`src/rtl/instr_fetch_unit.sv`:
```
// -----------------------------------------------------------------------------
// instr_fetch_unit
//
// Front end of the processor: debounces the board keys, loads 16-bit
// instruction words from the switches into a small program store, then
// fetches and decodes one instruction at a time and presents it downstream
// through a valid/ready handshake, either single-step or free-run.
//
// Ports
//   clk          : 50 MHz system clock, rising edge
//   reset        : asynchronous, active-high
//   key_load     : raw key, active-low; appends sw_instr to the store
//   key_step     : raw key, active-low; issues the next instruction
//   key_run      : raw key, active-low; runs the program from address 0
//   sw_instr     : instruction word from the switches
//   instr_ready  : downstream accepts the presented instruction
//   instr_valid  : decoded instruction is presented
//   opcode/rc/ra/rb : instruction fields [15:12]/[11:8]/[7:4]/[3:0]
//   imm          : ra field zero-extended to 16 bits
//   flag_imm     : opcode is in the immediate range 6..10
//   pc           : address of the next instruction
//   count        : number of loaded words, 0..DEPTH
//   full         : count == DEPTH
//   halted       : a HALT instruction has been fetched
//
// States
//   S_IDLE  | waiting for key pulses; loads happen only here
//   S_FETCH | reads mem[pc]; skips reserved opcodes, stops on HALT
//   S_ISSUE | instruction presented, waiting for instr_ready
//   S_HALT  | HALT fetched; run restarts, load clears the program
// -----------------------------------------------------------------------------
module instr_fetch_unit #(
  parameter int DEPTH           = 16,
  parameter int DEBOUNCE_CYCLES = 500000,
  localparam int AW             = $clog2(DEPTH),
  localparam int CW             = AW + 1
) (
  input  logic          clk,
  input  logic          reset,
  input  logic          key_load,
  input  logic          key_step,
  input  logic          key_run,
  input  logic [15:0]   sw_instr,
  input  logic          instr_ready,
  output logic          instr_valid,
  output logic [3:0]    opcode,
  output logic [3:0]    rc,
  output logic [3:0]    ra,
  output logic [3:0]    rb,
  output logic [15:0]   imm,
  output logic          flag_imm,
  output logic [AW-1:0] pc,
  output logic [CW-1:0] count,
  output logic          full,
  output logic          halted
);

  localparam int DBW = (DEBOUNCE_CYCLES > 1) ? $clog2(DEBOUNCE_CYCLES) : 1;
  localparam logic [DBW-1:0] DB_LAST = DBW'(DEBOUNCE_CYCLES - 1);

  // ---------------------------------------------------------------------------
  // Key synchronizers and debouncers. index 0 = load, 1 = step, 2 = run.
  // ---------------------------------------------------------------------------
  logic [2:0] key_raw;
  logic [2:0] press;

  assign key_raw = {key_run, key_step, key_load};

  for (genvar k = 0; k < 3; k++) begin : g_key
    logic           sync1_q;
    logic           sync2_q;
    logic           level_q;
    logic           press_q;
    logic [DBW-1:0] cnt_q;

    always_ff @(posedge clk or posedge reset) begin
      if (reset) begin
        sync1_q <= 1'b1;
        sync2_q <= 1'b1;
        level_q <= 1'b1;
        press_q <= 1'b0;
        cnt_q   <= '0;
      end else begin
        sync1_q <= key_raw[k];
        sync2_q <= sync1_q;
        press_q <= 1'b0;
        // Any return to the accepted level restarts the stability window.
        if (sync2_q == level_q) begin
          cnt_q <= '0;
        end else if (cnt_q == DB_LAST) begin
          cnt_q   <= '0;
          level_q <= sync2_q;
          press_q <= ~sync2_q;
        end else begin
          cnt_q <= cnt_q + 1'b1;
        end
      end
    end

    assign press[k] = press_q;
  end

  // Only the highest-priority pulse of a cycle survives.
  logic load_p, step_p, run_p;
  assign load_p = press[0];
  assign step_p = press[1] & ~press[0];
  assign run_p  = press[2] & ~press[1] & ~press[0];

  // ---------------------------------------------------------------------------
  // Program store
  // ---------------------------------------------------------------------------
  typedef enum logic [1:0] {S_IDLE, S_FETCH, S_ISSUE, S_HALT} state_t;

  state_t         state_q;
  logic [AW-1:0]  pc_q;
  logic [CW-1:0]  count_q;
  logic           run_q;
  logic [15:0]    instr_q;
  logic           valid_q;
  logic           halted_q;

  logic [15:0]    mem [DEPTH];
  logic           mem_we;
  logic [15:0]    fetch_word;
  logic [3:0]     fetch_op;
  logic [CW-1:0]  pc_inc;
  logic           more;

  assign mem_we     = (state_q == S_IDLE) && load_p && (count_q < CW'(DEPTH));
  assign fetch_word = mem[pc_q];
  assign fetch_op   = fetch_word[15:12];

  // End of program is judged on the widened pc+1 so a full store ends
  // cleanly even though the 4-bit pc wraps to 0.
  assign pc_inc = {1'b0, pc_q} + 1'b1;
  assign more   = run_q && (pc_inc < count_q);

  always_ff @(posedge clk) begin
    if (mem_we) begin
      mem[count_q[AW-1:0]] <= sw_instr;
    end
  end

  // ---------------------------------------------------------------------------
  // Sequencer
  // ---------------------------------------------------------------------------
  always_ff @(posedge clk or posedge reset) begin
    if (reset) begin
      state_q  <= S_IDLE;
      pc_q     <= '0;
      count_q  <= '0;
      run_q    <= 1'b0;
      instr_q  <= '0;
      valid_q  <= 1'b0;
      halted_q <= 1'b0;
    end else begin
      case (state_q)
        S_IDLE: begin
          if (load_p) begin
            if (count_q < CW'(DEPTH)) begin
              count_q <= count_q + 1'b1;
            end
          end else if (step_p) begin
            if ({1'b0, pc_q} < count_q) begin
              run_q   <= 1'b0;
              state_q <= S_FETCH;
            end
          end else if (run_p) begin
            if (count_q != '0) begin
              pc_q    <= '0;
              run_q   <= 1'b1;
              state_q <= S_FETCH;
            end
          end
        end

        S_FETCH: begin
          if (fetch_op == 4'd15) begin
            halted_q <= 1'b1;
            state_q  <= S_HALT;
          end else if (fetch_op >= 4'd11) begin
            pc_q    <= pc_q + 1'b1;
            state_q <= more ? S_FETCH : S_IDLE;
          end else begin
            // The decoded outputs only ever change here.
            instr_q <= fetch_word;
            valid_q <= 1'b1;
            state_q <= S_ISSUE;
          end
        end

        S_ISSUE: begin
          if (instr_ready) begin
            valid_q <= 1'b0;
            pc_q    <= pc_q + 1'b1;
            state_q <= more ? S_FETCH : S_IDLE;
          end
        end

        S_HALT: begin
          if (load_p) begin
            count_q  <= '0;
            pc_q     <= '0;
            halted_q <= 1'b0;
            state_q  <= S_IDLE;
          end else if (run_p) begin
            pc_q     <= '0;
            run_q    <= 1'b1;
            halted_q <= 1'b0;
            state_q  <= S_FETCH;
          end
        end

        default: state_q <= S_IDLE;
      endcase
    end
  end

  assign instr_valid = valid_q;
  assign opcode      = instr_q[15:12];
  assign rc          = instr_q[11:8];
  assign ra          = instr_q[7:4];
  assign rb          = instr_q[3:0];
  assign imm         = {12'd0, instr_q[7:4]};
  assign flag_imm    = (instr_q[15:12] >= 4'd6) && (instr_q[15:12] <= 4'd10);
  assign pc          = pc_q;
  assign count       = count_q;
  assign full        = (count_q == CW'(DEPTH));
  assign halted      = halted_q;

endmodule

```
`config.mk`:
```
export PLATFORM = sky130hd
export DESIGN_NAME = instr_fetch_unit
export DESIGN_NICKNAME = d
export VERILOG_FILES = /design/src/rtl/instr_fetch_unit.sv
export SDC_FILE = /design/constraint.sdc
export NUM_CORES = 1
export LEC_CHECK = 0
export CORE_MARGIN = 2
export CORE_UTILIZATION = 50
export CTS_CLUSTER_DIAMETER = 80
export DETAILED_ROUTE_END_ITERATION = 7
export GPL_ROUTABILITY_DRIVEN = 0
export PLACE_DENSITY = 0.72
export SETUP_SLACK_MARGIN = 0.1
export SLEW_MARGIN = 20
export SYNTH_ARGS = -nofsm -noshare
export SYNTH_HDL_FRONTEND = slang
export SYNTH_SLANG_ARGS = --single-unit
```
`constraint.sdc`:
```
create_clock -name clk -period 5 [get_ports clk]
set_input_delay 1 -clock clk [delete_from_list [all_inputs] [get_ports clk]]
set_output_delay 1 -clock clk [all_outputs]
set_load 0.02 [all_outputs]
```
== Yosys cells after proc, flatten, opt, wreduce, memory -nomap -nowiden ==
Memories as Yosys holds them, arrays and structs flattened.
Cells that the tools add are included.
Operators by class
  multiply operators: 0
  bitwise gates (word level): 13
  multiplexer cells: 56
  $add $sub $neg: 6
  shift-type cells: 0
  divide/modulo/power cells: 0
  order comparisons: 6
  eq/ne operators: 29
  reduce and logical (&&, ||, !) cells: 19
Operators with widths (number)
  $mux W19: 6
  $add A19 B1 Y19 const B: 3
  $eq A19 B19 Y1 const B: 3
  $mux W4: 9
  $ne A2 B2 Y1 const B: 12
  $mux W1: 22
  $mux W2: 10
  $pmux W4 S4: 1
  $mux W5: 3
  $not A1 Y1: 10
  $pmux W5 S2: 1
  $pmux W2 S4: 1
  $reduce_and A4 Y1: 2
  $reduce_and A8 Y1: 1
  $reduce_and A7 Y1: 1
  $ne A3 B2 Y1 const B: 2
  $ne A3 B3 Y1 const B: 2
  $pmux W1 S2: 3
  $reduce_and A2 Y1: 3
  $reduce_and A3 Y1: 2
  $reduce_and A6 Y1: 1
  $reduce_bool A2 Y1: 3
  $add A4 B1 Y5 const B: 1
  $add A5 B1 Y5 const B: 1
  other kinds (17): 26
Word-level totals
  bits in latches: 0
  memory bits (writable): 256
  logic and storage cells: 152
  memories kept: 1
  bits in read-only memories: 0
  bits in registers: 99
Memory list
  mem: words 16, bits a word 16, read ports 1, clocked after memory_dff 0, wr ports 1, RTL line 122  | logic [15:0] mem [DEPTH];

== Depth between registers and ports, before layout ==
Gate-level depths: netlist of the first run.
  depth in word-level cells: 7
  mapped depth: 13
  mapped depth without buffers: 9

== Least setup slack after synthesis of the first run ==
Ideal clock, no wire load.
  path type: register -> register
  start: register state_q[0]
  end: memory mem[3][0], enable pin
  data arrival time: 2.422 ns
  path buffers: 0
  required time: 4.591 ns
  setup slack: 2.169 ns
  stages on the path, launching flop included: 7
  cells stage by stage: dfrtp_1 > inv_1 > ha_1 > inv_1 > nor3_1 > nand2_1 > nor3_1
Between the ends
  cells in the longest elaborated chain, start to end: 5
Ends and longest elaborated chain
  start, declared: RTL line 114  | state_t state_q;
  start signal, assigned: RTL line 183  | state_q <= more ? S_FETCH : S_IDLE;
  start signal, assigned: RTL line 196  | state_q <= more ? S_FETCH : S_IDLE;
  $logic_not A2 Y1: RTL line 129  | assign mem_we = (state_q == S_IDLE) && load_p && (count_q < CW'(DEPTH));
  $logic_and A1 B1 Y1 (2 in series): RTL line 129
  $mux W1: RTL line 139  | if (mem_we) begin
  $mux W1 (implied by the code): RTL line 140  | mem[count_q[AW-1:0]] <= sw_instr;
  end, declared: RTL line 122
Every way passes these cells.

== Worst setup path after layout of the first run ==
  start: register pc_q[0] (netlist: pc[0])
  end: output pc[0]
RTL lines
  start, declared: RTL line 115  | logic [AW-1:0] pc_q;
  start signal, assigned: RTL line 182  | pc_q <= pc_q + 1'b1;
  start signal, assigned: RTL line 195  | pc_q <= pc_q + 1'b1;
  end, declared: RTL line 52  | output logic [AW-1:0] pc,
No word-level cell between the ends.

==> impl_summary.md, run 1 <==
Run status
The flow ran to the end, and the final reports show no timing, DRC or antenna violations.

Clock network
After clock tree synthesis, the repair step resized 0 gates. The H-tree was split into 2 levels. The clock passes through at most 3 buffers. Once the clock tree was built, the setup fixing pass inserted 0 buffers. The cell at the root of the clock tree is sky130_fd_sc_hd__clkbuf_16. The hold buffer count at cts is 0. The clock drives 355 sinks. The total clock buffers created by CTS is 38. TritonCTS built the clock tree.

After clock tree synthesis, the clock-pin slew on the worst setup and hold paths is around 0.06 ns. The clock latency of the later-clocked register in the worst-skew pair is 0.54 ns.

GRT
The via count of the first global-routing pass is ~8,000. The initial antenna violation count is 0. The first global-routing pass estimated ~46 mm of wire. The total global routing overflow is 0.

The aggregate global-route resource usage is 0.198. The largest net degree at the start of global routing is 85.

Final layout
The number of nets at the end of the flow is approximately 1,000. The synthesis-to-layout area growth is 14.9%. The filler cells instantiated in the layout total 2,160. The share of post-route cells with drive strength above 1 is 0.215. The repair_antennas step left the layout with diodes totalling 0.

Summing all flip-flop and latch instances after layout gives a little over 10,000 µm². The area of the multi-input gates is 4280 µm².

Power and ir drop
Across the VDD grid, the largest voltage drop is 0.351 mV. Cell internal power was estimated by the tool at just under 6 mW. The share of total power dissipated in the clock network is 0.333. Of the total power, the share spent switching nets is 0.276. Of the total power, combinational logic draws 0.225.

The register share of total power is 0.442. In this run the power density over the cells is 474 nW/µm². The leakage power is 5.98 nW. The sum of internal, switching and leakage power is 8.03 mW. The switching power summed over all nets is roughly 2.2 mW.

Drt
After detailed routing, the number of remaining DRC violations is 0. The routed layout has between 7,000 and 8,000 vias. The post-detailed-route count of antenna-violating nets is 0. The detail-routed via count per cell is roughly 5.6.

The pre-antenna-repair detailed-routing pass consisted of 4 iterations. The total length of routed wires is 29.3 mm. After the first detailed-routing iteration, the DRC count stood at about 740. The average routed wire per standard cell is 21.4 µm.

Synth
After synthesis, the share of flip-flops with an asynchronous set or reset is 0.279. The proportion of synthesized chip area in sequential cells is 0.690. The synthesized area per cell is about 17 µm². Of the post-synthesis cell area, the dominant cell type holds 0.521.

Synthesis produced a netlist whose cell count is around 900. In this run, synthesis inferred ~260 flip-flops with an integrated enable. By area the synthesized netlist is led by sky130_fd_sc_hd__edfxtp_1 52%, sky130_fd_sc_hd__dfrtp_1 15%, sky130_fd_sc_hd__mux4_2 11%, sky130_fd_sc_hd__nor2_1 2.3%, sky130_fd_sc_hd__xor2_1 2.0%. Yosys instantiated no cell more often than sky130_fd_sc_hd__edfxtp_1. After synthesis the cells add up to approximately 15,000 µm². The flip-flop and latch count after synthesis is 355. In this run, distinct cell masters in the synthesized netlist total 65. The cell type with the largest total area after synthesis is sky130_fd_sc_hd__edfxtp_1. By count the netlist is led by 256 x sky130_fd_sc_hd__edfxtp_1, 90 x sky130_fd_sc_hd__dfrtp_1, 89 x sky130_fd_sc_hd__nor2_1. The most used flip-flop cell after synthesis is sky130_fd_sc_hd__edfxtp_1. The synthesis warning total is 0.

Timing
The worst-case clock skew is about 0.016 ns. The time the worst path needs with I/O delays and setup is between 3 and 4 ns. After routing, the total negative slack on setup checks comes to 0 ns.

Setup repair after global routing left no endpoint under its margin. The worst pin sits at a relative slew slack of 0.345. The transition at the pin with the smallest max-transition slack is 0.983 ns.

The hold violation total from the final report was 0. For this run, the top clock speed supported by timing is a little under 0.3 GHz. Setup violations remaining at the end of the flow were counted as 0. The final-report max-slew violation count is 0.

The share of the clock period used by the worst path is 0.682.

Worst hold path
The start point of the worst min-delay path is g_key[2].sync1_q. In this run the worst hold path is classified as reg2reg. The hold-critical path endpoint is g_key[2].sync2_q. The hold-critical path depth is 0.

Critical path
The cell with the largest stage delay on the worst path is sky130_fd_sc_hd__dfrtp_4. The worst setup path is launched from a register. Across all register-to-register paths, the minimum setup slack is 1.87 ns. The worst setup path is captured at a primary output. The delay of the slowest cell on the worst path is approximately 1.0 ns. The required time at the worst-slack endpoint is 4.00 ns.

The number of buffers and inverters on the critical path is 1. Data arrives at the worst endpoint at between 2 and 2.5 ns. The worst reg-to-reg path cell count is 7.

The highest fanout seen on the critical path is 50. In this run the critical register-to-register path is captured at instr_q[1]. The startpoint identified for the worst register-to-register timing path is pc[0]. Walking the worst path, the cells encountered are clkdlybuf4s50_1. Among cell families on the critical path, the largest total delay comes from flip-flops.

The type of the worst setup path is reg2out.

Floorplan
The number of I/O pins is between 60 and 70. The floorplan step defined a die boundary enclosing between 30,000 and 40,000 µm². The floorplan has 62 rows.

The core area is between 20,000 and 30,000 µm². From left edge to right edge, the die measures 176 µm. For this configuration, the core starts out at a cell density of 0.511. Measured along the y axis, the die boundary spans roughly 180 µm.

Run
The max-capacitance violation count is 0.

Placed design
Once detailed placement completed, the half-perimeter wirelength came to 16.7 mm. The count of buffers inserted at the top-level ports is 54.
[sequential cells by signal, summed over array words and instances (netlist names), 2 cells and up]
signal / count
g_key.level_q: 3
g_key.sync1_q: 3
count: 5
g_key.press_q: 3
mem: 256
state_q: 2
g_key.cnt_q: 57
instr_q: 16
g_key.sync2_q: 3
pc: 4
[placed cells by master, fill, tap and decap left out, types with 7 or more instances in the layout]
cell type and n:
sky130_fd_sc_hd__nand4_1 8, sky130_fd_sc_hd__mux4_2 75, sky130_fd_sc_hd__clkbuf_1 7, sky130_fd_sc_hd__nand2_1 38
sky130_fd_sc_hd__xor2_1 34, sky130_fd_sc_hd__mux2_4 10, sky130_fd_sc_hd__buf_4 21, sky130_fd_sc_hd__dfrtp_1 88
sky130_fd_sc_hd__nor2_1 77, sky130_fd_sc_hd__and3_1 12, sky130_fd_sc_hd__nor2_2 12, sky130_fd_sc_hd__ha_1 19
sky130_fd_sc_hd__clkinv_2 9, sky130_fd_sc_hd__a21oi_1 11, sky130_fd_sc_hd__dfstp_2 9, sky130_fd_sc_hd__mux2_2 8
sky130_fd_sc_hd__clkdlybuf4s50_1 54, sky130_fd_sc_hd__inv_1 22, sky130_fd_sc_hd__conb_1 12, sky130_fd_sc_hd__edfxtp_1 256
sky130_fd_sc_hd__xnor2_1 22, sky130_fd_sc_hd__mux2i_1 8, sky130_fd_sc_hd__o21ai_0 11, sky130_fd_sc_hd__clkbuf_16 38
sky130_fd_sc_hd__nand3_1 31
[how the worst max path moves through the flow]
stage | from | end | slack [ns] | cells past startpoint
after detailed placement | pc[0] | instr_q[4] | 1.83 | 7
after CTS | pc[0] | pc[0] | 1.51 | 1
after floorplan | reset | count[0] | 1.42 | 1
after global placement | pc[0] | instr_q[5] | 1.88 | 7
after global routing | pc[0] | pc[0] | 1.43 | 1
final | pc[0] | pc[0] | 1.59 | 1
[through the flow]
stage               setup WS, ns  cell area, µm²   util  cells  hold slack [ns]
finish                      1.59           16900  0.587   1371            0.358
global route                1.43           16900  0.587   1371            0.361
CTS                         1.51           16900  0.587   1371            0.360
detailed placement          1.83           15700  0.545   1301            0.351
global placement            1.88           15700  0.545   1301            0.347
floorplan                   1.42           14800      -    886            0.345
[metal layers]
metal | GRT usage | vias up | wire length [µm]
met3 | 0.0364 | 49 | 1870
met2 | 0.325 | 237 | 14200
met4 | 0.0558 | 0 | 665
met1 | 0.273 | 3959 | 12600
li1 | - | 3469 | -
met5 | 0 | - | 0
[power by group through the flow]
stage                     clock network, mW  logic [mW]  registers (mW)
after detailed placement                  0        1.81            3.61
after global routing                   2.83        1.94            3.57
final                                  2.68        1.81            3.54
after global placement                    0        1.78            3.61
after CTS                              2.73        1.83            3.55
after floorplan                           0        1.44            3.50
[final cells by class]
| type | count | share of cell area |
|---|---|---|
| Multi-Input combinational cell | 463 | 0.253 |
| Timing Repair Buffer | 75 | 0.0412 |
| Inverter | 24 | 0.00561 |
| Tap cell | 384 | 0.0284 |
| Sequential cell | 355 | 0.601 |
| Clock inverter | 20 | 0.00982 |
| Clock buffer | 50 | 0.0614 |
[kinds of logic after synthesis]
| logic type | Yosys count | synth area share |
|---|---|---|
| flip-flops | 355 | 0.690 |
| AND/OR/NAND/NOR | 226 | 0.0736 |
| multiplexers | 103 | 0.139 |
| buffers and inverters | 68 | 0.0259 |
| XOR/XNOR | 56 | 0.0333 |
| AO/OA/AOI/OAI | 46 | 0.0213 |
| adder cells (fa/ha/maj) | 20 | 0.0168 |
| other | 1 | 0.000254 |
No activity file was read; power rests on OpenSTA's default activity.
==> inputs of run 2 (changes only) <==
==> constraint.sdc (replaced) <==
create_clock -name clk -period 3.3 [get_ports clk]
set_input_delay 0.66 -clock clk [delete_from_list [all_inputs] [get_ports clk]]
set_output_delay 0.66 -clock clk [all_outputs]
set_load 0.02 [all_outputs]
==> impl_summary.md, run 2 (synthesized netlist as in run 1, its figures left out) <==
Final layout
The flip-flop count of the largest register after layout is about 260. The library cell used most frequently in the layout, excluding fill and tap cells, is sky130_fd_sc_hd__edfxtp_1. The number of fill cells in the layout is between 2,000 and 2,500. The area growth from synthesis to layout is 15.7%. Leaving out fill and tap cells, the most frequent cells in the layout are 256 x sky130_fd_sc_hd__edfxtp_1, 88 x sky130_fd_sc_hd__dfrtp_1, 77 x sky130_fd_sc_hd__nor2_1. Summing all multi-input logic gate instances after layout gives around 4300 µm².

The number of diodes added for antenna fixing is 0. The share of post-route cells with drive strength above 1 is 0.223. The finished layout holds 1,384 standard cells, fillers aside. The number of nets at the end of the flow is 1,012. After routing the design area is between 15,000 and 20,000 µm².

In the final layout, flip-flops and latches occupy 10,200 µm².

Clock network
TritonCTS built the clock tree. The number of hold buffers added after CTS was 0. The maximum root-to-sink buffer count is 3. The post-CTS setup buffer count is 0. For the worst-skew pair, the clock arrives at the later sink with an insertion delay of 0.54 ns. The cell at the root of the clock tree is sky130_fd_sc_hd__clkbuf_16. Clock tree synthesis inserted a total of 38 buffers.

The quantity of gates resized following cts is 0. The CTS clock-pin slew for the worst setup and hold paths is roughly 0.070 ns. The clock sink count is between 300 and 400. The H-tree was split into 2 levels.

Critical path
The highest fanout seen on the critical path is 12. The type of element launching the critical path is a register. The element type at the critical path end is a primary output. The setup path with the least slack is of type reg2out. Data arrives at the worst endpoint at ~2.3 ns. At the worst endpoint, the required time is 2.64 ns.

Drt
The first detailed-routing pass ran for 5 iterations. Dividing the detail-routed wire length by the instance count gives 21.6 µm. The total length of routed wires is roughly 30 mm. The count of nets left with antenna violations once routing finished came out at 0. Using the TritonRoute via totals, the vias-per-cell ratio works out to between 5 and 6.

The detailed router finished its first iteration with 742 violations. The vias after detailed routing is about 7,800. The remaining design rule violation count is 0.

Timing
The worst slew slack as a fraction of its limit is 0.495. The final-report max-slew violation count was 0. The final worst setup slack is around 0.36 ns.

The fmax is 0.341 GHz. Setup repair after global routing left no endpoint under its margin. Hold is met by ~0.35 ns. The final number of setup-violating endpoints is 0.

The hold violation total from the final report is 0. At the pin with the least slew margin, the transition time is roughly 0.76 ns. On the final layout, the worst clock skew is 0.0206 ns. The setup TNS is 0 ns. The time the worst path needs with I/O delays and setup is slightly below 3 ns.

The share of the clock period used by the worst path is 0.890.

Floorplan
In this run the standard cell core region covers about 29,000 µm². 67 I/O pins were placed. The row count is 62. The vertical extent of the die is 176 µm. The initial cell density of the core is 0.511. From left edge to right edge, the die measures 176 µm.

The die covers 30,900 µm².

Placed design
Once placement completed, the tool counted placed cells totaling about 1,300. The post-place instance area is between 15,000 and 20,000 µm². Before CTS, the worst setup slack after placement is ~0.36 ns.

The count of buffers inserted at the top-level ports is 54. Detailed placement finished with a half-perimeter wire length of approximately 18 mm.

GRT
The first global-routing pass estimated around 46 mm of wire. Summed over all layers, the global routing overflow is 0. The via count of the first global-routing pass is 7,788. The aggregate global-route resource usage is 0.199. The largest net degree at the start of global routing is 54. The initial antenna violation count is 0.

Power and ir drop
The worst-case IR drop observed on VDD is 0.423 mV. The total power divided by cell area is 716 nW/µm². The leakage power is between 6 and 7 nW.

Worst hold path
The path type of the worst min-delay path is reg2reg.

Run
The max-capacitance violation count is 0.

Run status
The flow ran to the end, and the final reports show no timing, DRC or antenna violations.
## run 2: cell type report
| cell class | instances | share of cell area |
|---|---|---|
| clock inverters | 20 | 0.0117 |
| multi-input cells | 463 | 0.251 |
| repair buffers | 89 | 0.0493 |
| inverters | 24 | 0.00550 |
| flip-flops and latches | 355 | 0.596 |
| clock buffers | 49 | 0.0581 |
| well taps | 384 | 0.0281 |
## run 2: worst max-delay path: stages (launching register included)
cell	delay, ns
sky130_fd_sc_hd__dfrtp_1	0.83
sky130_fd_sc_hd__buf_4	0.29
sky130_fd_sc_hd__clkdlybuf4s50_1	0.61
## run 2: path summary, 6_finish.rpt
| path | endpoint | cells after the start | slack (ns) | from |
|---|---|---|---|---|
| min in group asynchronous | g_key[1].cnt_q[14] | 3 | 0.58 | reset |
| hold / removal | g_key[0].sync2_q | 0 | 0.35 | g_key[0].sync1_q |
| max in group asynchronous | g_key[0].sync1_q | 3 | 2.36 | reset |
| setup reg to reg | instr_q[0] | 7 | 0.37 | pc[0] |
| setup / recovery | pc[2] | 2 | 0.36 | pc[2] |
| hold reg to reg | g_key[0].sync2_q | 0 | 0.35 | g_key[0].sync1_q |
## run 2: report_power, final
part           switching (mW)  internal [mW]  leakage (nW)
clock network            1.74           2.32         0.581
registers               0.307           4.96          3.59
logic                    1.36           1.54          1.88
## run 2: per-stage QoR
step	power, mW	utilization
floorplan	7.48	-
global placement	8.20	0.550
detailed placement	8.27	0.550
CTS	12.3	0.592
global route	12.7	0.592
finish	12.2	0.592
## run 2: routing by layer
metal,vias up,track usage,wire (µm)
li1,3490,-,-
met1,3968,0.282,12700
met2,281,0.324,14500
met3,51,0.0320,1880
met4,0,0.0582,743
met5,-,0,0
==> inputs of run 3 (changes only) <==
--- a/config.mk
+++ b/config.mk
@@ -5,6 +5,7 @@
 export SDC_FILE = /design/constraint.sdc
 export NUM_CORES = 1
 export LEC_CHECK = 0
+export CORE_ASPECT_RATIO = 0.6
 export CORE_MARGIN = 2
 export CORE_UTILIZATION = 50
 export CTS_CLUSTER_DIAMETER = 80
==> impl_summary.md, run 3 (synthesized netlist as in run 1, its figures left out) <==
GRT
The aggregate global-route resource usage is 0.200. The initial antenna violation count is 2. Global routing finished with a remaining overflow of 0. The via count of the first global-routing pass is about 7,400. Entering global routing, the biggest net connects slightly above 50 pins. The first global-routing pass estimated ~46 mm of wire.

Drt
The remaining design rule violation count is 0. In this run, the number of DRC markers left after iteration 0 of detailed routing was approximately 680. The detail route stage leaves a number of antenna-violating nets equal to 0. Dividing the detail-routed wire length by the instance count gives 21.5 µm.

For this run, the detailed router's first-pass iteration total came to 6. The total length of routed wires is 29.7 mm. After detailed routing, the number of vias per cell comes to between 5 and 6. Across all layers, the routed design uses between 7,000 and 8,000 vias.

Final layout
Leaving out fill and tap cells, the most frequent cell in the layout is sky130_fd_sc_hd__edfxtp_1. Relative to the synthesized area, the layout overhead comes to 14.8%. The area of the multi-input gates is 4280 µm². The sequential cells in the finished layout cover a total of just over 10,000 µm². The register with the most flip-flops in the layout has ~260 of them.

The net count of the finished layout is approximately 1,000. Leaving out fill and tap cells, the most frequent cells in the layout are 256 x sky130_fd_sc_hd__edfxtp_1, 88 x sky130_fd_sc_hd__dfrtp_1, 77 x sky130_fd_sc_hd__nor2_1. The final instance area is 16,900 µm². The layout has about 2,100 filler cells. The share of post-route cells with drive strength above 1 is 0.214.

Placed design
The HPWL after detailed placement is 18.6 mm. The count of buffers added on input and output ports is 54. Timing analysis after detailed placement gives a worst setup slack of 0.464 ns. The post-place instance area is 15,800 µm².

Clock network
The clock latency of the later-clocked register in the worst-skew pair is 0.57 ns. CTS built an H-tree with a depth of 1. The number of hold buffers added after CTS was 0. In this run the post-CTS setup repair buffer count came out at 0. The maximum root-to-sink buffer count is 3.

After clock tree synthesis, the clock-pin slew on the worst setup and hold paths is 0.07 ns. The TritonCTS clock tree is yes. Buffers inserted during clock tree synthesis total 31. The quantity of gates resized following cts is 0. Clock tree synthesis found a total of between 300 and 400 sinks.

In this run the clock root is driven by a sky130_fd_sc_hd__clkbuf_16.

Timing
The fmax is about 0.34 GHz. The transition at the pin with the smallest max-transition slack is 0.655 ns. The worst-case clock skew is around 0.022 ns. The final number of setup-violating endpoints is 0. The share of the clock period used by the worst path is 0.900. Once routing completed, OpenROAD measured the worst setup slack at ~0.33 ns. Setup repair after global routing left no endpoint under its margin.

The smallest clock period supported by the final layout is computed as 2.97 ns. The worst slew slack as a fraction of its limit is 0.563. The hold violation total from the final report is 0.

The final-report max-slew violation count is 0. Adding up every negative setup slack in the final design gives 0 ns.

Critical path
The delay of the slowest cell on the worst path is 0.62 ns. Among all stages on the critical path, the largest delay is contributed by sky130_fd_sc_hd__clkdlybuf4s50_1. The type of element launching the critical path is a register.

The family with the most delay on the worst path is buffers and inverters. The element type at the critical path end is a primary output. Data arrives at the worst endpoint at 2.31 ns. The combined buffer and inverter count along the critical path is 2. The required time at the worst-slack endpoint is ~2.6 ns.

The signal on the critical path passes through inv_1 -> ha_1 -> and3_1 -> clkdlybuf4s50_1. The critical path is of the reg2out type. In this run the worst path has a maximum fanout of 5.

Floorplan
The number of I/O pins is 67. Measured along the x axis, the die boundary spans between 200 and 250 µm. Row generation in the floorplan step produced 48 rows. The initial cell density of the core is 0.511. The vertical extent of the die is between 100 and 150 µm. The floorplan step defined a core boundary enclosing about 29,000 µm².

The die covers about 31,000 µm².

Power and ir drop
The worst-case IR drop observed on VDD is 0.537 mV. The analysis attributes to cell leakage a power of between 5 and 6 nW. The internal power contribution is 8.84 mW. The portion of total power attributed to the clock network is 0.324. In this run the power spent charging and discharging nets is 3.25 mW. Of the total power, combinational logic draws 0.243.

The design draws approximately 12 mW. In this run the power density over the cells is 714 nW/µm². The register share of total power is 0.433. Of the total power, the share spent switching nets is 0.269.

Worst hold path
The worst hold path belongs to the class reg2reg.

Run
Across the run, the number of max-cap violations was 0.

Run status
The run finished with clean final reports.
[run 3: cell types whose count changed in the layout (fill, tap and decap cells not counted), sizes merged]
cell,previous run,this run
diode,0,1
buf,35,27
clkbuf,49,40
clkinv,15,7
bufinv,2,7
[run 3: final cells by class]
class | instances | area share
sequential | 355 | 0.602
multi-input combinational | 463 | 0.253
clock buffer | 40 | 0.0496
timing repair buffer | 81 | 0.0447
tap | 400 | 0.0296
clock inverter | 17 | 0.0159
inverter | 24 | 0.00554
antenna | 1 | 0.000148
[run 3: per-stage QoR]
stage	hold slack [ns]	utilization	cells
floorplan	0.345	-	886
global placement	0.347	0.547	1323
detailed placement	0.354	0.547	1323
CTS	0.364	0.586	1380
global route	0.365	0.586	1380
finish	0.362	0.586	1381
[run 3: power groups by stage]
stage / clock network [mW] / logic [mW] / registers, mW
finish: 3.92 / 2.94 / 5.23
global route: 4.19 / 3.16 / 5.26
CTS: 4.00 / 2.95 / 5.23
detailed placement: 0 / 2.95 / 5.32
global placement: 0 / 2.88 / 5.32
floorplan: 0 / 2.18 / 5.30
[run 3: layer usage]
metal  up-vias  share of wire  global-route usage
li1       3460              -                   -
met1      3948           0.48               0.321
met2       273           0.43               0.282
met3        41          0.084              0.0472
met4         2          0.012              0.0327
met5         -        0.00044                   0
[run 3: path summary, 6_finish.rpt]
path	start	end	slack, ns	depth (start not counted)
worst max-delay path	count[1]	full	0.33	4
worst min-delay path	g_key[1].sync1_q	g_key[1].sync2_q	0.36	0
worst max register to register	pc[0]	pc[0]	0.45	7
worst min register to register	g_key[1].sync1_q	g_key[1].sync2_q	0.36	0
max in group asynchronous	reset	g_key[0].sync1_q	1.95	3
min in group asynchronous	reset	instr_q[8]	0.51	2
[run 3: worst reg2reg max path: cells and delay by family (launching register included)]
family,cells,cell delay (ns)
mux,4,1.17
flops,1,0.71
compound gates,2,0.52
buf+inv,1,0.34
